**src/rtl/lenet_pkg.sv**
```systemverilog
// Shared types and defaults for the LeNet run controller.
// The state encoding is exported so that observers can decode it.
package lenet_pkg;

    typedef enum logic [1:0] {
        IDLE = 2'd0,
        FIRE = 2'd1,
        BUSY = 2'd2,
        HOLD = 2'd3
    } run_state_t;

    localparam int DIGIT_W      = 4;
    localparam int DEF_INTERVAL = 5_000_000;
    localparam int DEF_TIMEOUT  = 1_000_000;
    localparam int DEF_CNT_W    = 32;
    localparam int DEF_RUN_W    = 16;

endpackage

```
**src/rtl/ctrl_timer.sv**
```systemverilog
// Clearable up-counter that flags the cycle its count equals LIMIT-1.
// Clear has priority over increment so a hit can restart the count in the same cycle.
module ctrl_timer #(
    parameter int CNT_W = 32,
    parameter int LIMIT = 2
) (
    input  logic clk,
    input  logic rst,
    input  logic clr_i,
    input  logic inc_i,
    output logic hit_o
);

    localparam logic [CNT_W-1:0] LAST = CNT_W'(LIMIT - 1);

    logic [CNT_W-1:0] cnt_q;
    logic [CNT_W-1:0] cnt_d;

    // NOTE: every always_comb output gets a default first, so no latch is inferred.
    always_comb begin
        cnt_d = cnt_q;
        if (clr_i) begin
            cnt_d = '0;
        end else if (inc_i) begin
            cnt_d = cnt_q + CNT_W'(1);
        end
    end

    // NOTE: sequential state uses non-blocking assignments only.
    always_ff @(posedge clk or posedge rst) begin
        if (rst) begin
            cnt_q <= '0;
        end else begin
            cnt_q <= cnt_d;
        end
    end

    assign hit_o = (cnt_q == LAST);

endmodule

```
**src/rtl/lenet_run_ctrl.sv**
```systemverilog
// Run sequencer for the LeNet core: fires go on an interval or trigger, waits for
// ready with a timeout, and holds the classified digit until the consumer acks it.
module lenet_run_ctrl
    import lenet_pkg::*;
#(
    parameter int INTERVAL = DEF_INTERVAL,
    parameter int TIMEOUT  = DEF_TIMEOUT,
    parameter int CNT_W    = DEF_CNT_W,
    parameter int RUN_W    = DEF_RUN_W
) (
    input  logic               clk,
    input  logic               rst,
    input  logic               en,
    input  logic               trig,
    output logic               go,
    input  logic               ready,
    input  logic [DIGIT_W-1:0] digit_in,
    output logic [DIGIT_W-1:0] res_digit,
    output logic               res_valid,
    input  logic               res_ack,
    output logic               busy,
    output logic               timeout_err,
    input  logic               err_clr,
    output logic [RUN_W-1:0]   run_cnt
);

    run_state_t         state_q, state_d;
    logic               go_q, go_d;
    logic               res_valid_q, res_valid_d;
    logic [DIGIT_W-1:0] res_digit_q, res_digit_d;
    logic               err_q, err_d;
    logic [RUN_W-1:0]   run_cnt_q, run_cnt_d;

    logic ivl_hit, ivl_clr, ivl_inc;
    logic to_hit, to_clr, to_inc;
    logic fire_req;

    // The interval only advances while idle and enabled; any exit from IDLE restarts it.
    assign fire_req = (state_q == IDLE) && (trig || (en && ivl_hit));
    assign ivl_inc  = (state_q == IDLE) && en;
    assign ivl_clr  = (state_q != IDLE) || !en || fire_req;
    assign to_inc   = (state_q == BUSY);
    assign to_clr   = (state_q != BUSY);

    ctrl_timer #(
        .CNT_W (CNT_W),
        .LIMIT (INTERVAL)
    ) u_interval (
        .clk   (clk),
        .rst   (rst),
        .clr_i (ivl_clr),
        .inc_i (ivl_inc),
        .hit_o (ivl_hit)
    );

    ctrl_timer #(
        .CNT_W (CNT_W),
        .LIMIT (TIMEOUT)
    ) u_timeout (
        .clk   (clk),
        .rst   (rst),
        .clr_i (to_clr),
        .inc_i (to_inc),
        .hit_o (to_hit)
    );

    always_comb begin
        state_d     = state_q;
        res_valid_d = res_valid_q;
        res_digit_d = res_digit_q;
        run_cnt_d   = run_cnt_q;
        err_d       = err_q;

        if (err_clr) begin
            err_d = 1'b0;
        end

        unique case (state_q)
            IDLE: begin
                if (fire_req) begin
                    state_d = FIRE;
                end
            end
            FIRE: begin
                state_d = BUSY;
            end
            BUSY: begin
                // ready outranks a coincident timeout; a timeout outranks err_clr.
                if (ready) begin
                    res_digit_d = digit_in;
                    res_valid_d = 1'b1;
                    run_cnt_d   = run_cnt_q + RUN_W'(1);
                    state_d     = HOLD;
                end else if (to_hit) begin
                    err_d   = 1'b1;
                    state_d = IDLE;
                end
            end
            HOLD: begin
                if (res_ack && res_valid_q) begin
                    res_valid_d = 1'b0;
                    state_d     = IDLE;
                end
            end
            default: begin
                state_d = IDLE;
            end
        endcase

        go_d = (state_d == FIRE);
    end

    always_ff @(posedge clk or posedge rst) begin
        if (rst) begin
            state_q     <= IDLE;
            go_q        <= 1'b0;
            res_valid_q <= 1'b0;
            res_digit_q <= '0;
            err_q       <= 1'b0;
            run_cnt_q   <= '0;
        end else begin
            state_q     <= state_d;
            go_q        <= go_d;
            res_valid_q <= res_valid_d;
            res_digit_q <= res_digit_d;
            err_q       <= err_d;
            run_cnt_q   <= run_cnt_d;
        end
    end

    assign go          = go_q;
    assign res_valid   = res_valid_q;
    assign res_digit   = res_digit_q;
    assign timeout_err = err_q;
    assign run_cnt     = run_cnt_q;
    assign busy        = (state_q != IDLE);

    a_go_single : assert property (@(posedge clk) disable iff (rst) go_q |=> !go_q);
    a_hold_valid : assert property (@(posedge clk) disable iff (rst)
        (state_q == HOLD) |-> res_valid_q);

endmodule
```
**config.mk**
```make
export PLATFORM = sky130hd
export DESIGN_NAME = lenet_run_ctrl
export DESIGN_NICKNAME = d
export VERILOG_FILES = /design/src/rtl/lenet_pkg.sv /design/src/rtl/ctrl_timer.sv /design/src/rtl/lenet_run_ctrl.sv
export SDC_FILE = /design/constraint.sdc
export NUM_CORES = 1
export LEC_CHECK = 0
export ABC_AREA = 1
export BUFFER_PORTS_ARGS = -buffer_cell sky130_fd_sc_hd__buf_4
export CAP_MARGIN = 30
export CORE_ASPECT_RATIO = 0.7
export CORE_UTILIZATION = 45
export DETAILED_ROUTE_END_ITERATION = 10
export SLEW_MARGIN = 5
export SYNTH_ARGS = -nofsm -noshare
export SYNTH_HDL_FRONTEND = slang
export SYNTH_SLANG_ARGS = --single-unit
export TNS_END_PERCENT = 5
```
**constraint.sdc**
```tcl
create_clock -name clk -period 8.45 [get_ports clk]
set_input_delay 1.69 -clock clk [delete_from_list [all_inputs] [get_ports clk]]
set_output_delay 1.69 -clock clk [all_outputs]
set_load 0.01 [all_outputs]
```
==> results of run 1 <==
==> power groups by stage <==
stage	Sequential, W	Combinational, W	Clock (W)
after floorplan	0.000507	0.000111	0
after global placement	0.000502	0.000191	0
after detailed placement	0.000503	0.000195	0
after CTS	0.000497	0.000194	0.000421
after global routing	0.000502	0.000215	0.000436
final	0.000498	0.000190	0.000411
==> cell type report <==
class                      instances  area (um2)
tap                              153       191.4
multi-input combinational        562        2509
sequential                        89        2227
fill                            1109        5200
timing repair buffer              35       262.8
clock inverter                     6       75.07
clock buffer                       9       225.2
inverter                          85       320.3
==> worst max-delay path by stage <==
stage	start	endpoint	slack, ps	cells past startpoint
5_1_grt	state_q[1]$_DFF_PP0_	busy	5510	3
6_report	state_q[0]$_DFF_PP0_	busy	5580	3
2_1_floorplan	rst	go$_DFF_PP0_	4450	1
3_5_place_dp	en	u_interval.cnt_q[13]$_DFFE_PP0P_	5420	7
4_1_cts	state_q[0]$_DFF_PP0_	busy	5560	3
3_3_place_gp	rst	u_interval.cnt_q[23]$_DFFE_PP0P_	5500	3
==> per-layer routing <==
metal / vias to the layer above / routed length (um)
met5: - / 0
met4: 0 / 106
met3: 9 / 1132
met2: 123 / 4581
met1: 2063 / 6653
li1: 2341 / -
==> logic make-up after synthesis <==
| family | after synthesis |
|---|---|
| AO/OA/AOI/OAI | 19 |
| XOR/XNOR | 34 |
| adder cells (fa/ha/maj) | 3 |
| buffers and inverters | 91 |
| flip-flops | 89 |
| AND/OR/NAND/NOR | 506 |
==> critical path: cells and delay by family, from the launching register on <==
kind,cells,cell delay (ps)
simple gates,1,140
buf+inv,2,250
flops,1,450
==> flip-flops by register name, summed over array words and instances, names as in the netlist <==
name	count
go	1
timeout_err	1
run_cnt	16
u_timeout.cnt_q	32
state_q	2
res_digit	4
u_interval.cnt_q	32
res_valid	1
==> cells in the mapped netlist <==
master and instances:
sky130_fd_sc_hd__a21oi_1 7, sky130_fd_sc_hd__a31oi_1 1, sky130_fd_sc_hd__and3_1 3, sky130_fd_sc_hd__buf_1 2
sky130_fd_sc_hd__buf_6 3, sky130_fd_sc_hd__clkbuf_1 1, sky130_fd_sc_hd__dfrtp_1 89, sky130_fd_sc_hd__ha_1 3
sky130_fd_sc_hd__inv_1 83, sky130_fd_sc_hd__inv_2 2, sky130_fd_sc_hd__nand2_1 241, sky130_fd_sc_hd__nand2_2 4
sky130_fd_sc_hd__nand2_4 1, sky130_fd_sc_hd__nand3_1 44, sky130_fd_sc_hd__nand3_2 1, sky130_fd_sc_hd__nand3b_1 1
sky130_fd_sc_hd__nand4_1 10, sky130_fd_sc_hd__nor2_1 187, sky130_fd_sc_hd__nor2_2 1, sky130_fd_sc_hd__nor2_4 7
sky130_fd_sc_hd__nor3_1 6, sky130_fd_sc_hd__o21ai_0 10, sky130_fd_sc_hd__o21ai_1 1, sky130_fd_sc_hd__xnor2_1 15
sky130_fd_sc_hd__xor2_1 19
==> stage by stage <==
step | std cells | total power (W) | setup slack (ps) | util | cell area (um2)
global placement | 924 | 0.0006935 | 5501 | 0.5005 | 5510
global route | 939 | 0.001153 | 5507 | 0.5277 | 5811
finish | 939 | 0.001099 | 5585 | 0.5277 | 5811
floorplan | 742 | 0.0006185 | 4453 | - | 5100
CTS | 939 | 0.001112 | 5558 | 0.5277 | 5811
detailed placement | 924 | 0.0006983 | 5422 | 0.5005 | 5510
==> metrics.txt, run 1 <==
most common cell after layout, fill and taps aside=sky130_fd_sc_hd__nand2_1; register-to-register setup slack=6490 ps; Worst Setup End Kind=primary output; Hold EP=run_cnt[15]$_DFFE_PP0P_; outcome=completed; placeable core region=0.01101 mm2; Fmax achieved=0.3490 GHz; crit path cell chain=nor2_1, inv_1, buf_4; first-pass GRT wire length=21.10 mm; count of buffers inserted at the top-level ports=34; top cell type's share of synthesized area=0.4367; number of violations reported at the end of detailed-routing iteration 0=281; hpwl dp=9.690 mm; Syn Area/Cell=6.873 um2; post-cts hold buffer count=0; part of the power in registers=0.453; clock root cell=sky130_fd_sc_hd__clkbuf_16; vias in the first global route=4,308; Netlist Area Pre-Place=0.005100 mm2; H-tree depth=3; aggregate routed wire length=12.47 mm; leakage power figure=2.537 nW; vias after detailed routing=4,536; VDD IR-drop max=155.6 uV; final worst path period need=2865 ps; Die H=91.07 um; number of max-cap violations=0; number of nets in the final layout=796; met2 demand-to-capacity share in global routing=0.2997; Pint=0.0007640 W; busiest layer in global routing=met1; Rel. slew slack=0.5215; clock-pin slew reported for the worst setup and hold paths after clock tree synthesis=70 ps; flops & latches, synth=89; share of synthesized area occupied by flip-flops and latches=0.4367; number of antenna violations at the first check in global routing=0; multiplexer fraction of the synthesized cell area=0; number of placement rows=32; worst min-delay path category=flop to flop; hold path start=run_cnt[15]$_DFFE_PP0P_; compound-cell area share of the yosys netlist=0.01889; layout cells sized above 1=0.08524; width of the chip=129.2 um; weighted congestion reported at the end of routability-driven placement=0.9317; period utilization=0.3391; clock skew after layout=6.558 ps; largest net degree at the start of global routing=49; largest family of logic cells by synthesized area=simple AND/OR/NAND/NOR gates; Die Outline Area=0.01177 mm2; cell count after synthesis=742; Arrival @ worst endpoint=1180 ps; clock latency of the later-clocked register in the worst-skew pair=340 ps; most frequent cells in the layout=241 x sky130_fd_sc_hd__nand2_1, 187 x sky130_fd_sc_hd__nor2_1, 89 x sky130_fd_sc_hd__dfrtp_1; required time at the worst-slack endpoint=6760 ps; Antenna Violating Nets Remaining=0; Bufs on Longest Clock Path=2; clock network fraction of total power=0.374; number of primary I/O pins=35; setup fix buffers added after clock tree synthesis=0; ranking of synthesized cells by area=sky130_fd_sc_hd__dfrtp_1 44%, sky130_fd_sc_hd__nand2_1 18%, sky130_fd_sc_hd__nor2_1 14%; endpoints failing setup=0; nature of the critical path startpoint=flop; Slowest cell on crit path=sky130_fd_sc_hd__dfrtp_1; cell count of the worst hold path=1; DR vias/cell=4.831; number of buffers created by CTS=9; total grt overflow=0; post-synthesis cell type with the largest combined area=sky130_fd_sc_hd__dfrtp_1; GRT met1 Usage=0.3721; maximum fanout encountered on the critical timing path=5; wire length per cell after detailed routing=13.28 um; count of cells resized by post-cts repair=0; Critical R2R Launch=u_interval.cnt_q[0]$_DFFE_PP0P_; post-synthesis adder-cell area fraction=0.007360; worst hold slack across all endpoints=485.6 ps; destination of the worst register-to-register timing path=u_interval.cnt_q[16]$_DFFE_PP0P_; CTS tree=yes; antenna cell count=0; Tot GR Track Use=0.2337; drt first pass iters=5; simple-gate area share of the yosys netlist=0.4073; drt drc=0; number of clock sinks=89; pins over their slew limit=0; global-route met3 utilization=0.07366; xor and xnor fraction of the mapped netlist area=0.05839; syn nets=756; final number of hold-violating endpoints=0; unrepaired setup endpoints after global routing=no; Power Density=189.1 mW/mm2; critical path class=flop to primary output; share of total power consumed by net switching=0.3045; slew of the pin with the lowest slew margin=716.9 ps; Combinational Power Share=0.173; number of warnings issued by yosys=0; Post-Route Setup TNS=0 ps; layout-stage area growth over the synthesis result=13.94%; Worst R2R Path Depth=6; count of cell types in the netlist=25; switching power=0.0003345 W; Initial Util=0.4632; delay of the slowest critical-path stage=450 ps
(Power assumes the default switching activity.)
==> run 2: changes to the inputs <==
--- a/config.mk
+++ b/config.mk
@@ -5,7 +5,7 @@
 export SDC_FILE = /design/constraint.sdc
 export NUM_CORES = 1
 export LEC_CHECK = 0
-export ABC_AREA = 1
+export ABC_AREA = 0
 export BUFFER_PORTS_ARGS = -buffer_cell sky130_fd_sc_hd__buf_4
 export CAP_MARGIN = 30
 export CORE_ASPECT_RATIO = 0.7
==> constraint.sdc (replaced) <==
create_clock -name clk -period 2.65 [get_ports clk]
set_input_delay 0.53 -clock clk [delete_from_list [all_inputs] [get_ports clk]]
set_output_delay 0.53 -clock clk [all_outputs]
set_load 0.01 [all_outputs]
==> metrics.txt, run 2 <==
outcome=completed; top cell type's share of synthesized area=0.4912 (+0.05447); leakage power figure=2.116 nW (-17%); Die H=85.99 um (-5.6%); top cell types by occurrence after synthesis=89 x sky130_fd_sc_hd__dfrtp_1, 36 x sky130_fd_sc_hd__nand2_1, 36 x sky130_fd_sc_hd__nand3_1; Tot GR Track Use=0.2128 (-0.02095); unrepaired setup endpoints after global routing=no; layout cells sized above 1=0.1485 (+0.06327); Rel. slew slack=0.4871 (-0.03442); clock latency of the later-clocked register in the worst-skew pair=340 ps (about the same); Top delay family on crit path=simple AND/OR/NAND/NOR gates; layout-stage area growth over the synthesis result=16.09%; top flip-flop cell by instance count after synthesis=sky130_fd_sc_hd__dfrtp_1; endpoints failing setup=0 (unchanged); count of cells resized by post-cts repair=0 (unchanged); count of placed standard cells in the final layout, fillers left out=633 (-33%); Initial Util=0.4646 (+0.001434); Antenna Violating Nets Remaining=0 (unchanged); count of buffers inserted at the top-level ports=34 (unchanged); EDFF count, synth=0 (unchanged); Post-Route Setup TNS=0 ps (unchanged); critical path class=flop to flop; area occupied by multi-input gates=0.002173 mm2 (-13%); worst min-delay path category=primary input to asynchronous set/reset pin; number of antenna violations at the first check in global routing=0 (unchanged); share of synthesized registers carrying an async set or reset=1.000 (unchanged); required time at the worst-slack endpoint=2910 ps (-3850 ps); number of primary I/O pins=35 (unchanged); drt drc=0 (unchanged); Netlist Area Pre-Place=0.004534 mm2 (-11%); aggregate routed wire length=10.13 mm (-19%); slew of the pin with the lowest slew margin=767.7 ps (+50.88 ps); syn nets=480 (-37%); number of clock sinks=89 (unchanged); ranking of synthesized cells by area=sky130_fd_sc_hd__dfrtp_1 49%, sky130_fd_sc_hd__nand3_1 4.0%, sky130_fd_sc_hd__a21oi_1 3.9%; placeable core region=0.009759 mm2 (-11%); first-pass GRT wire length=17.33 mm (-18%); number of nets in the final layout=514 (-35%); number of buffers created by CTS=9 (unchanged); clock skew after layout=6.313 ps (-0.2446 ps); Worst R2R Path Depth=5 (-1); Bufs on Longest Clock Path=2 (unchanged); most frequent cells in the layout=89 x sky130_fd_sc_hd__dfrtp_1, 43 x sky130_fd_sc_hd__buf_4, 36 x sky130_fd_sc_hd__nand2_1, 36 x sky130_fd_sc_hd__nand3_1, 35 x sky130_fd_sc_hd__a21oi_1; hpwl dp=7.122 mm (-27%); clock-pin slew reported for the worst setup and hold paths after clock tree synthesis=60 ps (about the same); antenna cell count=0 (unchanged); final number of hold-violating endpoints=0 (unchanged); number of violations reported at the end of detailed-routing iteration 0=271 (-3.6%); Critical R2R Launch=u_interval.cnt_q[0]$_DFFE_PP0P_; number of warnings issued by yosys=0 (unchanged); Power Density=687.0 mW/mm2 (+260%); pins over their slew limit=0 (unchanged); cell count after synthesis=466 (-37%); total grt overflow=0 (unchanged); period utilization=0.8063; maximum fanout encountered on the critical timing path=15 (+10); register-to-register setup slack=510 ps (-5980 ps); CTS tree=yes; number of fillers in the final layout=876 (-21%); nature of the critical path startpoint=flop; Arrival @ worst endpoint=2400 ps (+1220 ps); vias after detailed routing=3,667 (-19%); H-tree depth=3 (unchanged); width of the chip=122.0 um (-5.6%); Syn Area/Cell=9.730 um2 (+42%); vias in the first global route=3,421 (-21%); final worst path period need=2137 ps; flops & latches, synth=89 (unchanged); wire length per cell after detailed routing=16.01 um (+20%); drt first pass iters=4 (-1); Fmax achieved=0.4680 GHz; most common cell after layout, fill and taps aside=sky130_fd_sc_hd__dfrtp_1; post-synthesis cell type with the largest combined area=sky130_fd_sc_hd__dfrtp_1; weighted congestion reported at the end of routability-driven placement=0.8052 (-14%); library cell with the highest instance count after synthesis=sky130_fd_sc_hd__dfrtp_1; count of placed standard cells including taps=617 (-33%); largest net degree at the start of global routing=75 (+53%); Worst Setup End Kind=flop; CP bufs+invs=0 (-2); count of cell types in the netlist=42 (+68%); destination of the worst register-to-register timing path=u_interval.cnt_q[26]$_DFFE_PP0P_; pre-CTS setup slack=498.6 ps (-4923 ps); DR vias/cell=5.793 (+20%); setup fix buffers added after clock tree synthesis=0 (unchanged); VDD IR-drop max=359.3 uV (+130%); delay of the slowest critical-path stage=540 ps (+90 ps); slack of the critical path=513.4 ps (-5071 ps); Slowest cell on crit path=sky130_fd_sc_hd__or4_4; number of placement rows=30 (-6.3%); clock root cell=sky130_fd_sc_hd__clkbuf_16; Die Outline Area=0.01049 mm2 (-11%); share of synthesized area occupied by flip-flops and latches=0.4912 (+0.05447); area of all sequential standard cells=0.002227 mm2 (unchanged); number of max-cap violations=0 (unchanged); post-cts hold buffer count=0 (unchanged); crit path cell chain=ha_1, nand4_1, or4_4, or4_1, a21oi_1
## run 2: worst max path at each step
| stage | from | end | slack, ps | cells after the start |
|---|---|---|---|---|
| after CTS | u_interval.cnt_q[0]$_DFFE_PP0P_ | u_interval.cnt_q[26]$_DFFE_PP0P_ | 490 | 5 |
| after global placement | u_interval.cnt_q[12]$_DFFE_PP0P_ | u_interval.cnt_q[10]$_DFFE_PP0P_ | 570 | 5 |
| after detailed placement | u_interval.cnt_q[0]$_DFFE_PP0P_ | u_interval.cnt_q[26]$_DFFE_PP0P_ | 500 | 5 |
| after global routing | u_interval.cnt_q[0]$_DFFE_PP0P_ | u_interval.cnt_q[30]$_DFFE_PP0P_ | 360 | 5 |
| final | u_interval.cnt_q[0]$_DFFE_PP0P_ | u_interval.cnt_q[26]$_DFFE_PP0P_ | 510 | 5 |
| after floorplan | u_interval.cnt_q[12]$_DFFE_PP0P_ | u_interval.cnt_q[25]$_DFFE_PP0P_ | 760 | 5 |
## run 2: cell families (layout without fill, tap and decap cells)
group / after synthesis / after routing / synth area share
AOI/OAI and AO/OA: 77 / 77 / 0.1002
muxes: 9 / 9 / 0.02152
xor gates and xnor gates: 36 / 36 / 0.06954
DFF: 89 / 89 / 0.4912
and+or+nand+nor: 221 / 221 / 0.2798
adders and majority gates: 3 / 3 / 0.008279
buffers and inverters: 31 / 70 / 0.02953
## run 2: worst register-to-register path, stage by stage, from the launching register on
cell                      delay [ps]
sky130_fd_sc_hd__dfrtp_1         380
sky130_fd_sc_hd__ha_1            320
sky130_fd_sc_hd__nand4_1         130
sky130_fd_sc_hd__or4_4           540
sky130_fd_sc_hd__or4_1           530
sky130_fd_sc_hd__a21oi_1         160
## run 2: final cells by class
cell class              count  share of cell area
inverters                  10            0.007844
clock inverters             6             0.01711
multi-input cells         346              0.4129
flip-flops and latches     89              0.4231
well taps                 128             0.03043
clock buffers              10             0.04350
repair buffers             44             0.06513
## run 2: report_power, final
| group | internal [W] | switching (W) |
|---|---|---|
| combinational | 0.000288 | 0.000368 |
| sequential | 0.00147 | 0.000127 |
| clock | 0.000832 | 0.000532 |
| total | 0.00259 | 0.00103 |
## run 2: per-stage QoR
stage	instance area [um2]	util	hold WS [ps]	total power [W]
floorplan	4538	-	443.1	0.001995
global placement	4945	0.5067	457.1	0.002259
detailed placement	4945	0.5067	469.5	0.002293
CTS	5264	0.5394	185.1	0.003672
global route	5264	0.5394	200.9	0.003802
finish	5264	0.5394	186.2	0.003616
## run 2: layer usage
metal,track usage,up-vias,share of wire
met5,0,-,0
met4,0.06846,0,0.0098
met3,0.04787,6,0.058
met2,0.2871,92,0.41
met1,0.3302,1768,0.52
li1,-,1801,-
==> run 3: changes to the inputs <==
--- a/config.mk
+++ b/config.mk
@@ -11,6 +11,7 @@
 export CORE_ASPECT_RATIO = 0.7
 export CORE_UTILIZATION = 45
 export DETAILED_ROUTE_END_ITERATION = 10
+export PLACE_DENSITY = 0.65
 export SLEW_MARGIN = 5
 export SYNTH_ARGS = -nofsm -noshare
 export SYNTH_HDL_FRONTEND = slang
==> constraint.sdc (replaced) <==
create_clock -name clk -period 1.85 [get_ports clk]
set_input_delay 0.37 -clock clk [delete_from_list [all_inputs] [get_ports clk]]
set_output_delay 0.37 -clock clk [all_outputs]
set_load 0.01 [all_outputs]
==> metrics.txt, run 3 (synthesis gave the netlist of run 2 again) <==
outcome=finished with violations; violated checks=negative setup slack; count of placed standard cells including taps=666 (+7.9%); Rel. slew slack=0.6724 (+0.1853); Worst R2R Path Depth=5 (unchanged); number of primary I/O pins=35 (unchanged); number of buffers created by CTS=9 (unchanged); vias after detailed routing=3,959 (+8.0%); Critical R2R Launch=u_interval.cnt_q[0]$_DFFE_PP0P_; Top delay family on crit path=simple AND/OR/NAND/NOR gates; DR vias/cell=5.771 (-0.38%); switching power=0.001509 W (+47%); hpwl dp=7.573 mm (+6.3%); slack of the critical path=-71.35 ps (-584.7 ps); clock skew after layout=6.378 ps (+0.06508 ps); clock network fraction of total power=0.377 (about the same); Bufs on Longest Clock Path=2 (unchanged); weighted congestion reported at the end of routability-driven placement=0.7914 (-1.7%); width of the chip=122.0 um (unchanged); most frequent cells in the layout=94 x sky130_fd_sc_hd__buf_4, 86 x sky130_fd_sc_hd__dfrtp_1, 35 x sky130_fd_sc_hd__nand2_1; number of nets in the final layout=567 (+10%); layout cells sized above 1=0.2688 (+0.1203); nature of the critical path startpoint=flop; register-to-register setup slack=-70 ps (-580 ps); largest net degree at the start of global routing=90 (+20%); Antenna Violating Nets Remaining=0 (unchanged); Pint=0.003811 W (+47%); Worst Setup End Kind=flop; area of placed instances=0.005325 mm2 (+7.7%); H-tree depth=3 (unchanged); number of fillers in the final layout=805 (-8.1%); Die H=85.99 um (unchanged); Tot GR Track Use=0.2227 (+0.009984); number of placement rows=30 (unchanged); Initial Util=0.4646 (unchanged); number of clock sinks=89 (unchanged); clock root cell=sky130_fd_sc_hd__clkbuf_16; Finished Cell Area=0.005797 mm2 (+10%); worst hold slack across all endpoints=154.0 ps (-32.25 ps); maximum fanout encountered on the critical timing path=7 (-8); slew of the pin with the lowest slew margin=491.4 ps (-276.3 ps); post-cts hold buffer count=0 (unchanged); number of violations reported at the end of detailed-routing iteration 0=271 (unchanged); count of placed standard cells in the final layout, fillers left out=686 (+8.4%); required time at the worst-slack endpoint=2130 ps (-780 ps); Power Density=917.7 mW/mm2 (+34%); cell repeated most along the worst path=sky130_fd_sc_hd__or4_4; most common cell after layout, fill and taps aside=sky130_fd_sc_hd__buf_4; count of buffers inserted at the top-level ports=34 (unchanged); final worst path period need=1921 ps (-215.3 ps); number of max-cap violations=0 (unchanged); Die Outline Area=0.01049 mm2 (unchanged); antenna cell count=0 (unchanged); crit path cell chain=ha_2, nand4_1, or4_4, or4_4, a21oi_2; final number of hold-violating endpoints=0 (unchanged); clock-pin slew reported for the worst setup and hold paths after clock tree synthesis=60 ps (about the same); Arrival @ worst endpoint=2200 ps (-200 ps); CTS tree=yes; delay of the slowest critical-path stage=560 ps (+20 ps); total grt overflow=0 (unchanged); vias in the first global route=3,699 (+8.1%); endpoints failing setup=28 (+28); VDD IR-drop max=509.5 uV (+42%); critical path class=flop to flop; clock latency of the later-clocked register in the worst-skew pair=340 ps (about the same); CP bufs+invs=0 (unchanged); pins over their slew limit=0 (unchanged); first-pass GRT wire length=18.21 mm (+5.1%); Slowest cell on crit path=sky130_fd_sc_hd__or4_4; drt drc=0 (unchanged); number of antenna violations at the first check in global routing=0 (unchanged); period utilization=1.039 (+0.2323); leakage power figure=2.401 nW (+13%); part of the power in registers=0.422 (-0.019); share of total power consumed by net switching=0.2837 (-0.0004627); wire length per cell after detailed routing=16.14 um (+0.85%); Fmax achieved=0.5205 GHz (+11%); placeable core region=0.009759 mm2 (unchanged); power after layout=0.005320 W (+47%); Combinational Power Share=0.202 (+0.021); unrepaired setup endpoints after global routing=yes; drt first pass iters=5 (+1); aggregate routed wire length=11.07 mm (+9.3%); layout-stage area growth over the synthesis result=27.84%; destination of the worst register-to-register timing path=u_interval.cnt_q[24]$_DFFE_PP0P_; worst min-delay path category=primary input to asynchronous set/reset pin
[run 3: layout make-up]
cell class / instances / area (um2) / area share
inverters: 10 / 41.29 / 0.007123
clock inverters: 6 / 91.34 / 0.01576
repair buffers: 97 / 757.0 / 0.1306
well taps: 128 / 160.2 / 0.02763
flip-flops and latches: 89 / 2231 / 0.3848
clock buffers: 10 / 239.0 / 0.04123
multi-input cells: 346 / 2277 / 0.3928
[run 3: tightest hold or removal path, delay by kind of cell]
kind / cells / cell delay, ps
buffers and inverters: 3 / 560
[run 3: through the flow]
step,TNS (ps),worst slack [ps],util
detailed placement,-2793,-131.3,0.5456
CTS,-1031,-45.40,0.5850
floorplan,-1127,-41.27,-
global route,-2695,-162.2,0.5940
global placement,-1329,-75.37,0.5456
finish,-617.4,-71.35,0.5940
[run 3: power by group through the flow]
stage	clock (W)	combinational (W)	sequential, W
final	0.00200	0.00107	0.00224
after global routing	0.00212	0.00119	0.00227
after CTS	0.00205	0.00108	0.00224
after detailed placement	0	0.00108	0.00228
after global placement	0	0.00105	0.00227
after floorplan	0	0.000556	0.00230
[run 3: worst max-delay path by stage]
| stage | startpoint | to | slack [ps] | depth (start not counted) |
|---|---|---|---|---|
| 6_report | u_interval.cnt_q[0]$_DFFE_PP0P_ | u_interval.cnt_q[24]$_DFFE_PP0P_ | -70 | 5 |
| 5_1_grt | u_interval.cnt_q[0]$_DFFE_PP0P_ | u_interval.cnt_q[24]$_DFFE_PP0P_ | -160 | 5 |
| 2_1_floorplan | u_interval.cnt_q[12]$_DFFE_PP0P_ | u_interval.cnt_q[25]$_DFFE_PP0P_ | -40 | 5 |
| 4_1_cts | u_interval.cnt_q[0]$_DFFE_PP0P_ | u_interval.cnt_q[28]$_DFFE_PP0P_ | -50 | 5 |
| 3_5_place_dp | u_interval.cnt_q[10]$_DFFE_PP0P_ | u_interval.cnt_q[19]$_DFFE_PP0P_ | -130 | 5 |
| 3_3_place_gp | u_interval.cnt_q[10]$_DFFE_PP0P_ | u_interval.cnt_q[19]$_DFFE_PP0P_ | -80 | 5 |
[run 3: what timing repair did]
item / in CTS / in global routing
pin swaps: 3 / 16
hold endpoints to repair: 0 / 0
resized for setup: 8 / 18
cloned: 0 / 0
endpoints found under the setup margin: 37 / 37
setup buffers: 1 / 3
[run 3: metal layers]
layer  vias to the layer above  wire, um  share of wire  GRT usage
met5                         -         0              0          0
met4                         0       128          0.012    0.07071
met3                        10       574          0.052    0.05053
met2                       105      4866           0.44     0.3277
met1                      1946      5504           0.50     0.3231
li1                       1898         -              -          -
